==> config.mk <==
export PLATFORM = sky130hd
export DESIGN_NAME = serial_parity_rx
export DESIGN_NICKNAME = d
export VERILOG_FILES = /design/src/rtl/serial_parity_rx.sv
export SDC_FILE = /design/constraint.sdc
export NUM_CORES = 1
export LEC_CHECK = 0
export CAP_MARGIN = 20
export CORE_AREA = 2 2 49 51
export DETAILED_ROUTE_END_ITERATION = 7
export DIE_AREA = 0 0 51 53
export PLACE_DENSITY = 0.91
export SLEW_MARGIN = 5
export SYNTH_ARGS = -nofsm -noshare
export SYNTH_HDL_FRONTEND = slang
export SYNTH_SLANG_ARGS = --single-unit
==> constraint.sdc <==
create_clock -name MasterClock -period 4.39 [get_ports MasterClock]
set_clock_uncertainty 0.15 [all_clocks]
set_input_delay 1.0975 -clock MasterClock [delete_from_list [all_inputs] [get_ports MasterClock]]
set_output_delay 1.0975 -clock MasterClock [all_outputs]
set_load 0.05 [all_outputs]
==> src/rtl/serial_parity_rx.sv <==
// Serial receiver for 8-bit frames with start, parity and stop bits, sampled on BitStrobe.
// Completed frames land in a single holding register with a valid/ack handshake and sticky overrun.
module serial_parity_rx #(
    parameter bit ODD_PARITY = 1'b1
) (
    input  logic       MasterClock,
    input  logic       Reset,
    input  logic       BitStrobe,
    input  logic       SerIn,
    input  logic       RxAck,
    output logic [7:0] RxData,
    output logic       RxValid,
    output logic       ParityErr,
    output logic       FrameErr,
    output logic       Overrun,
    output logic [1:0] DbgState
);

    // Handshake: RxValid=1 means RxData/ParityErr/FrameErr hold an unconsumed byte;
    // the consumer takes it by driving RxAck=1 for one cycle while RxValid=1, and
    // RxValid drops on the next edge unless a new frame is loaded on that same edge.
    typedef enum logic [1:0] {
        IDLE   = 2'd0,
        DATA   = 2'd1,
        PARITY = 2'd2,
        STOP   = 2'd3
    } state_e;

    state_e     state_q, state_d;
    logic [2:0] cnt_q, cnt_d;
    logic [7:0] shift_q, shift_d;
    logic       par_q, par_d;

    logic [7:0] rx_data_q, rx_data_d;
    logic       rx_valid_q, rx_valid_d;
    logic       perr_q, perr_d;
    logic       ferr_q, ferr_d;
    logic       ovr_q, ovr_d;

    logic       load_ok;
    logic       load_drop;
    logic       frame_perr;

    always_ff @(posedge MasterClock or posedge Reset) begin
        if (Reset) begin
            state_q <= IDLE;
        end else begin
            state_q <= state_d;
        end
    end

    always_comb begin
        state_d = state_q;
        if (BitStrobe) begin
            case (state_q)
                IDLE:    if (!SerIn) state_d = DATA;
                DATA:    if (cnt_q == 3'd7) state_d = PARITY;
                PARITY:  state_d = STOP;
                STOP:    state_d = IDLE;
                default: state_d = IDLE;
            endcase
        end
    end

    // Per-state datapath actions; nothing moves without a strobe.
    always_comb begin
        shift_d   = shift_q;
        cnt_d     = cnt_q;
        par_d     = par_q;
        load_ok   = 1'b0;
        load_drop = 1'b0;
        if (BitStrobe) begin
            case (state_q)
                IDLE: begin
                    if (!SerIn) cnt_d = 3'd0;
                end
                DATA: begin
                    shift_d = {SerIn, shift_q[7:1]};
                    cnt_d   = cnt_q + 3'd1;
                end
                PARITY: begin
                    par_d = SerIn;
                end
                STOP: begin
                    if (!rx_valid_q || RxAck) load_ok = 1'b1;
                    else                      load_drop = 1'b1;
                end
                default: ;
            endcase
        end
    end

    assign frame_perr = ((^shift_q) ^ par_q) != ODD_PARITY;

    always_comb begin
        rx_data_d  = rx_data_q;
        rx_valid_d = rx_valid_q;
        perr_d     = perr_q;
        ferr_d     = ferr_q;
        ovr_d      = ovr_q;
        if (load_ok) begin
            rx_data_d  = shift_q;
            rx_valid_d = 1'b1;
            perr_d     = frame_perr;
            ferr_d     = ~SerIn;
        end else if (RxAck && rx_valid_q) begin
            rx_valid_d = 1'b0;
        end
        // A fresh overrun in the same cycle as an ack keeps the flag set.
        if (RxAck)     ovr_d = 1'b0;
        if (load_drop) ovr_d = 1'b1;
    end

    always_ff @(posedge MasterClock or posedge Reset) begin
        if (Reset) begin
            cnt_q      <= 3'd0;
            shift_q    <= 8'h00;
            par_q      <= 1'b0;
            rx_data_q  <= 8'h00;
            rx_valid_q <= 1'b0;
            perr_q     <= 1'b0;
            ferr_q     <= 1'b0;
            ovr_q      <= 1'b0;
        end else begin
            cnt_q      <= cnt_d;
            shift_q    <= shift_d;
            par_q      <= par_d;
            rx_data_q  <= rx_data_d;
            rx_valid_q <= rx_valid_d;
            perr_q     <= perr_d;
            ferr_q     <= ferr_d;
            ovr_q      <= ovr_d;
        end
    end

    assign RxData    = rx_data_q;
    assign RxValid   = rx_valid_q;
    assign ParityErr = perr_q;
    assign FrameErr  = ferr_q;
    assign Overrun   = ovr_q;
    assign DbgState  = state_q;

endmodule

## Yosys cells after proc, flatten, opt, wreduce, memory -nomap -nowiden

Index checks and enable logic that the tools add are counted.

| cells by class | value |
|---|---|
| reductions and logical operators | 12 |
| add/subtract/negate cells | 1 |
| muxes and demuxes | 15 |
| bitwise gates (word level) | 3 |
| equality and inequality tests | 6 |

Operators with widths:

| kind | count |
|---|---|
| $mux W1 | 10 |
| $pmux W2 S4 | 1 |
| $reduce_xor A8 Y1 | 1 |
| $pmux W3 S2 | 1 |
| $reduce_and A3 Y1 | 2 |
| $reduce_bool A2 Y1 | 3 |
| $eq A2 B2 Y1 const B | 2 |
| $mux W2 | 2 |
| $ne A2 B2 Y1 const B | 2 |
| $reduce_and A2 Y1 | 2 |
| $add A3 B1 Y3 const B | 1 |
| $eq A3 B3 Y1 const B | 1 |
| $mux W3 | 1 |
| $eq A2 B1 Y1 const B | 1 |
| $logic_not A2 Y1 | 1 |
| $not A1 Y1 | 2 |
| $logic_and A1 B1 Y1 | 1 |
| $logic_not A1 Y1 | 1 |
| $logic_or A1 B1 Y1 | 1 |
| $xor A1 B1 Y1 | 1 |

| storage, ports and cells | value |
|---|---|
| register bits after elaboration | 26 |
| output and inout port bits | 14 |

## Logic depth before layout (Yosys ltp)

| logic depth | value |
|---|---|
| depth in word-level cells | 6 |
| mapped depth | 6 |
| gate-level depth less buffers | 6 |

## Worst setup path before layout

Ideal clock, no wire load.

| path | value |
|---|---|
| path kind | input -> register |
| from | in RxAck |
| to | reg rx_data_q[2] (netlist: RxData[2]) |
| path buffers | 1 |
| stages on the path | 4 |
| arrival time | 1919 ps |
| library setup time | 125 ps |
| path slack | 2196 ps |
| cells stage by stage | nand2b_1 nor2b_1 buf_2 mux2_2 |

| on the way | value |
|---|---|
| cells in the longest elaborated chain, start to end | 4 |

RTL lines:

| element | RTL line | text |
|---|---|---|
| start, declared | 10 | `input logic RxAck,` |
| $logic_or A1 B1 Y1 | 85 | `if (!rx_valid_q \|\| RxAck) load_ok = 1'b1;` |
| $mux W1 | 85 |  |
| $mux W1 | 73 | `case (state_q)` |
| $mux W1 | 72 | `if (BitStrobe) begin` |
| end signal, assigned | 128 | `rx_data_q <= rx_data_d;` |
| end, declared | 34 | `logic [7:0] rx_data_q, rx_data_d;` |

Every way passes these cells.
A chain may end at the register's enable or synchronous reset.

## Worst setup path in the final report

| path | value |
|---|---|
| from | reg state_q[1] (netlist: DbgState[1]) |
| to | out DbgState[1] |

RTL lines:

| element | RTL line | text |
|---|---|---|
| start, declared | 29 | `state_e state_q, state_d;` |
| start signal, assigned | 48 | `state_q <= state_d;` |
| end, declared | 16 | `output logic [1:0] DbgState` |

No word-level cell between the ends.

==> results.md <==
- The total negative slack is 0 ns.
- The number of placed cells counting well taps is 129.
- The number of global-route vias before repair is 721.
- The arrival time at the worst endpoint is 1.58 ns.
- In this run the tightest slew margin relative to its limit is 40.5%.
- Data on the critical path is required at its endpoint by 3.14 ns.
- The count of buffer and inverter cells on the critical path is 1.
- In this run, the number of DRC markers left after iteration 0 of detailed routing was 10.
- The achievable clock frequency is 354 MHz.
- The clock tree from TritonCTS is yes.
- In the final layout, the share of cells above drive strength 1 is 15.2%.
- Buffers added to address setup during post-CTS repair amount to 0.
- The number of filler cells placed in the layout is 171.
- The kind of cell adding the most delay to the critical path is buffers and inverters.
- The number of standard cells in the final layout excluding fillers is 133.
- The worst setup path is launched from a register.
- The startpoint identified for the worst register-to-register timing path is DbgState[1]$_DFFE_PP0P_.
- The detailed router placed 706 vias in this run.
- The end of the worst register-to-register path is RxData[2]$_DFFE_PP0P_.
- The y dimension of the die is 53 µm.
- The floorplan step set the die width to 51 µm.
- The critical path in this run is classified as reg -> out.
- After synthesis, the cell types taking the most area are dfrtp_1, mux2_2, ha_1.
- Once detail routing completed, the nets flagged for antenna violations numbered 0.
- The first-pass iteration count of the detailed router is 4.
- In this run the tool buffered the top-level ports with 18 buffer cells.
- The mean routed wirelength per cell is 13.4 µm.
- The proportion of netlist area held by the largest area contributor is 56.2%.
- The cell count after synthesis came out at 84.
- For this run the aggregate overflow at the end of global routing stands at 0.
- Compared with the post-synthesis result, the final layout area differs by 22.5%.
- The worst setup path is captured at an output port.
- The signal on the critical path passes through clkdlybuf4s50_1.
- The net count of the finished layout is 119.
- In this run, synthesis produced a sequential element count of 26.
- The number of antenna diodes in the final layout is 0.
- Counting every net in the synthesized netlist gives 96.
- Setup repair after global routing left no endpoint under its margin.
- The floorplan has 17 rows.
- Dividing the final minimum period by the clock period gives 64.3%.
- CTS placed an instance of clkbuf_4 at the clock tree root.
- The slowest library cell on the worst path is clkdlybuf4s50_1.
- The library cell with the largest summed area after synthesis is dfrtp_1.
- The sum of net half-perimeters after detailed placement is 1300 µm.
- Entering global routing, the biggest net connects 27 pins.
- The buffer depth of the longest clock path is 2.
- The count of pins over their slew limit is 0.
- Setup slack closes at 1.57 ns.
- Routability-driven placement finished with a final weighted congestion of 0.739.
- The largest single stage delay on the critical path is 0.83 ns.
- After detailed routing, the number of remaining DRC violations is 0.
- Measured in cells, the most critical reg-to-reg path has a length of 4.
- For the worst-skew pair, the clock arrives at the later sink with an insertion delay of 0.31 ns.
- The library cell used most frequently in the layout, excluding fill and tap cells, is dfrtp_1.
- The final routed wirelength across all metal layers is 1780 µm.
- A synthesized cell averages 13.8 µm².
- The maximum net fanout on the critical path is 5.
- Before CTS, the worst setup slack after placement is 1.24 ns.
- The die outline area is 0.00270 mm².
- The first global-routing pass estimated 3160 µm of wire.
- The initial utilization of the core area, before any placement, comes to 53.9%.
- The number of hold buffers added after CTS is 0.
- The hold violation count in the final report is 0.
- Gates resized during post-CTS repair numbered 0.
- Clock-pin slew was measured on the worst setup and hold paths at 0.13 ns.
- The number of maximum-capacitance violations is 0.
- The portion of the post-synthesis area used by sequential elements is 56.2%.
- The count of yosys warnings during synthesis is 0.
- The worst hold path begins at RxData[5]$_DFFE_PP0P_.
- Hold timing on the final database bottoms out at a slack of 0.350 ns.
- Dividing the detail-routed via count by the number of cells gives 5.31.
- The worst register-to-register path has a setup slack of 2.32 ns.
- Counting distinct cell types in the post-synthesis netlist gives 21.
- The final period demand of the worst path is 2.82 ns.
- The TritonCTS buffer count is 3.
- Counting every sink on the clock net gives 26.
- The synthesized netlist occupies a cell area of 0.00116 mm².
- The worst hold path class is reg -> reg.
- For hold timing, the worst endpoint is RxData[5]$_DFFE_PP0P_.
- Setup violations remaining at the end of the flow were counted as 0.
- At the pin with the least slew margin, the transition time is 0.891 ns.
- The initial antenna violation count is 0.
- The count of cells along the worst hold path is 1.
- CTS built an H-tree with a depth of 1.
- In the layout the commonest cells are dfrtp_1, clkdlybuf4s50_1, mux2_2, mux2_1, ha_1.
- The core region is 0.00215 mm².
- The run finished with clean final reports.
- Global routing used 15.8% of the available tracks across all layers.
- For this design the top-level I/O count stands at 19.
[kinds of logic (layout without fill, tap and decap cells)]
group | count (synthesis) | after routing | synth area share, %
fa+ha+maj | 7 | 7 | 7.56
buf+inv | 6 | 27 | 2.05
flops | 26 | 26 | 56.2
simple gates | 9 | 9 | 3.46
xor+xnor | 7 | 7 | 6.48
mux | 20 | 20 | 19.3
compound gates | 9 | 9 | 4.97
[state kept, by name (all words and copies together) (netlist names)]
register / count
RxData: 8
par_q: 1
shift_q: 8
DbgState: 2
RxValid: 1
cnt_q: 3
Overrun: 1
ParityErr: 1
FrameErr: 1
[how the worst max path moves through the flow]
| stage | from | end | slack, ns | depth (start not counted) |
|---|---|---|---|---|
| 2_1_floorplan | RxAck | RxData[2]$_DFFE_PP0P_ | 2.20 | 4 |
| 3_3_place_gp | BitStrobe | RxData[2]$_DFFE_PP0P_ | 1.28 | 4 |
| 3_5_place_dp | BitStrobe | RxData[2]$_DFFE_PP0P_ | 1.24 | 4 |
| 4_1_cts | DbgState[1]$_DFFE_PP0P_ | DbgState[1] | 1.55 | 1 |
| 5_1_grt | BitStrobe | RxData[2]$_DFFE_PP0P_ | 1.43 | 4 |
| 6_report | DbgState[1]$_DFFE_PP0P_ | DbgState[1] | 1.57 | 1 |
[per-stage QoR]
step	instance area (µm²)	utilization [%]
final	1420	66.0
after global routing	1420	66.0
after CTS	1390	64.8
after detailed placement	1370	63.7
after global placement	1370	63.7
after floorplan	1160	-
[final cells by class]
cell class	instances	area, µm²	area share (%)
multi-input combinational	52	484	34.1
inverter	5	18.8	1.32
sequential	26	651	45.9
clock buffer	3	22.5	1.59
timing repair buffer	19	208	14.6
tap	28	35.0	2.47
[layer usage]
layer / GRT usage, % / up-vias / wire [µm]
met1: 18.8 / 354 / 768
li1: - / 332 / -
met3: 2.54 / 2 / 64
met4: 5.41 / 0 / 10
met2: 29.0 / 18 / 938
met5: 0 / - / 0
[cells in the mapped netlist]
cell type	count
o21ai_1	2
nor2b_1	1
mux2_2	12
nand2_1	4
nor3_1	1
a22o_1	1
xnor2_1	5
mux2i_1	1
dfrtp_1	26
a21oi_1	3
inv_1	5
ha_1	7
nor2_1	2
xnor3_1	1
buf_2	1
a31oi_1	1
nand2b_1	1
a32o_1	1
xor2_1	1
mux2_1	7
a21boi_1	1
Power is left out: the tool's default activity adds up to more than one toggle a clock period on the data nets, which glitch-free logic cannot reach.
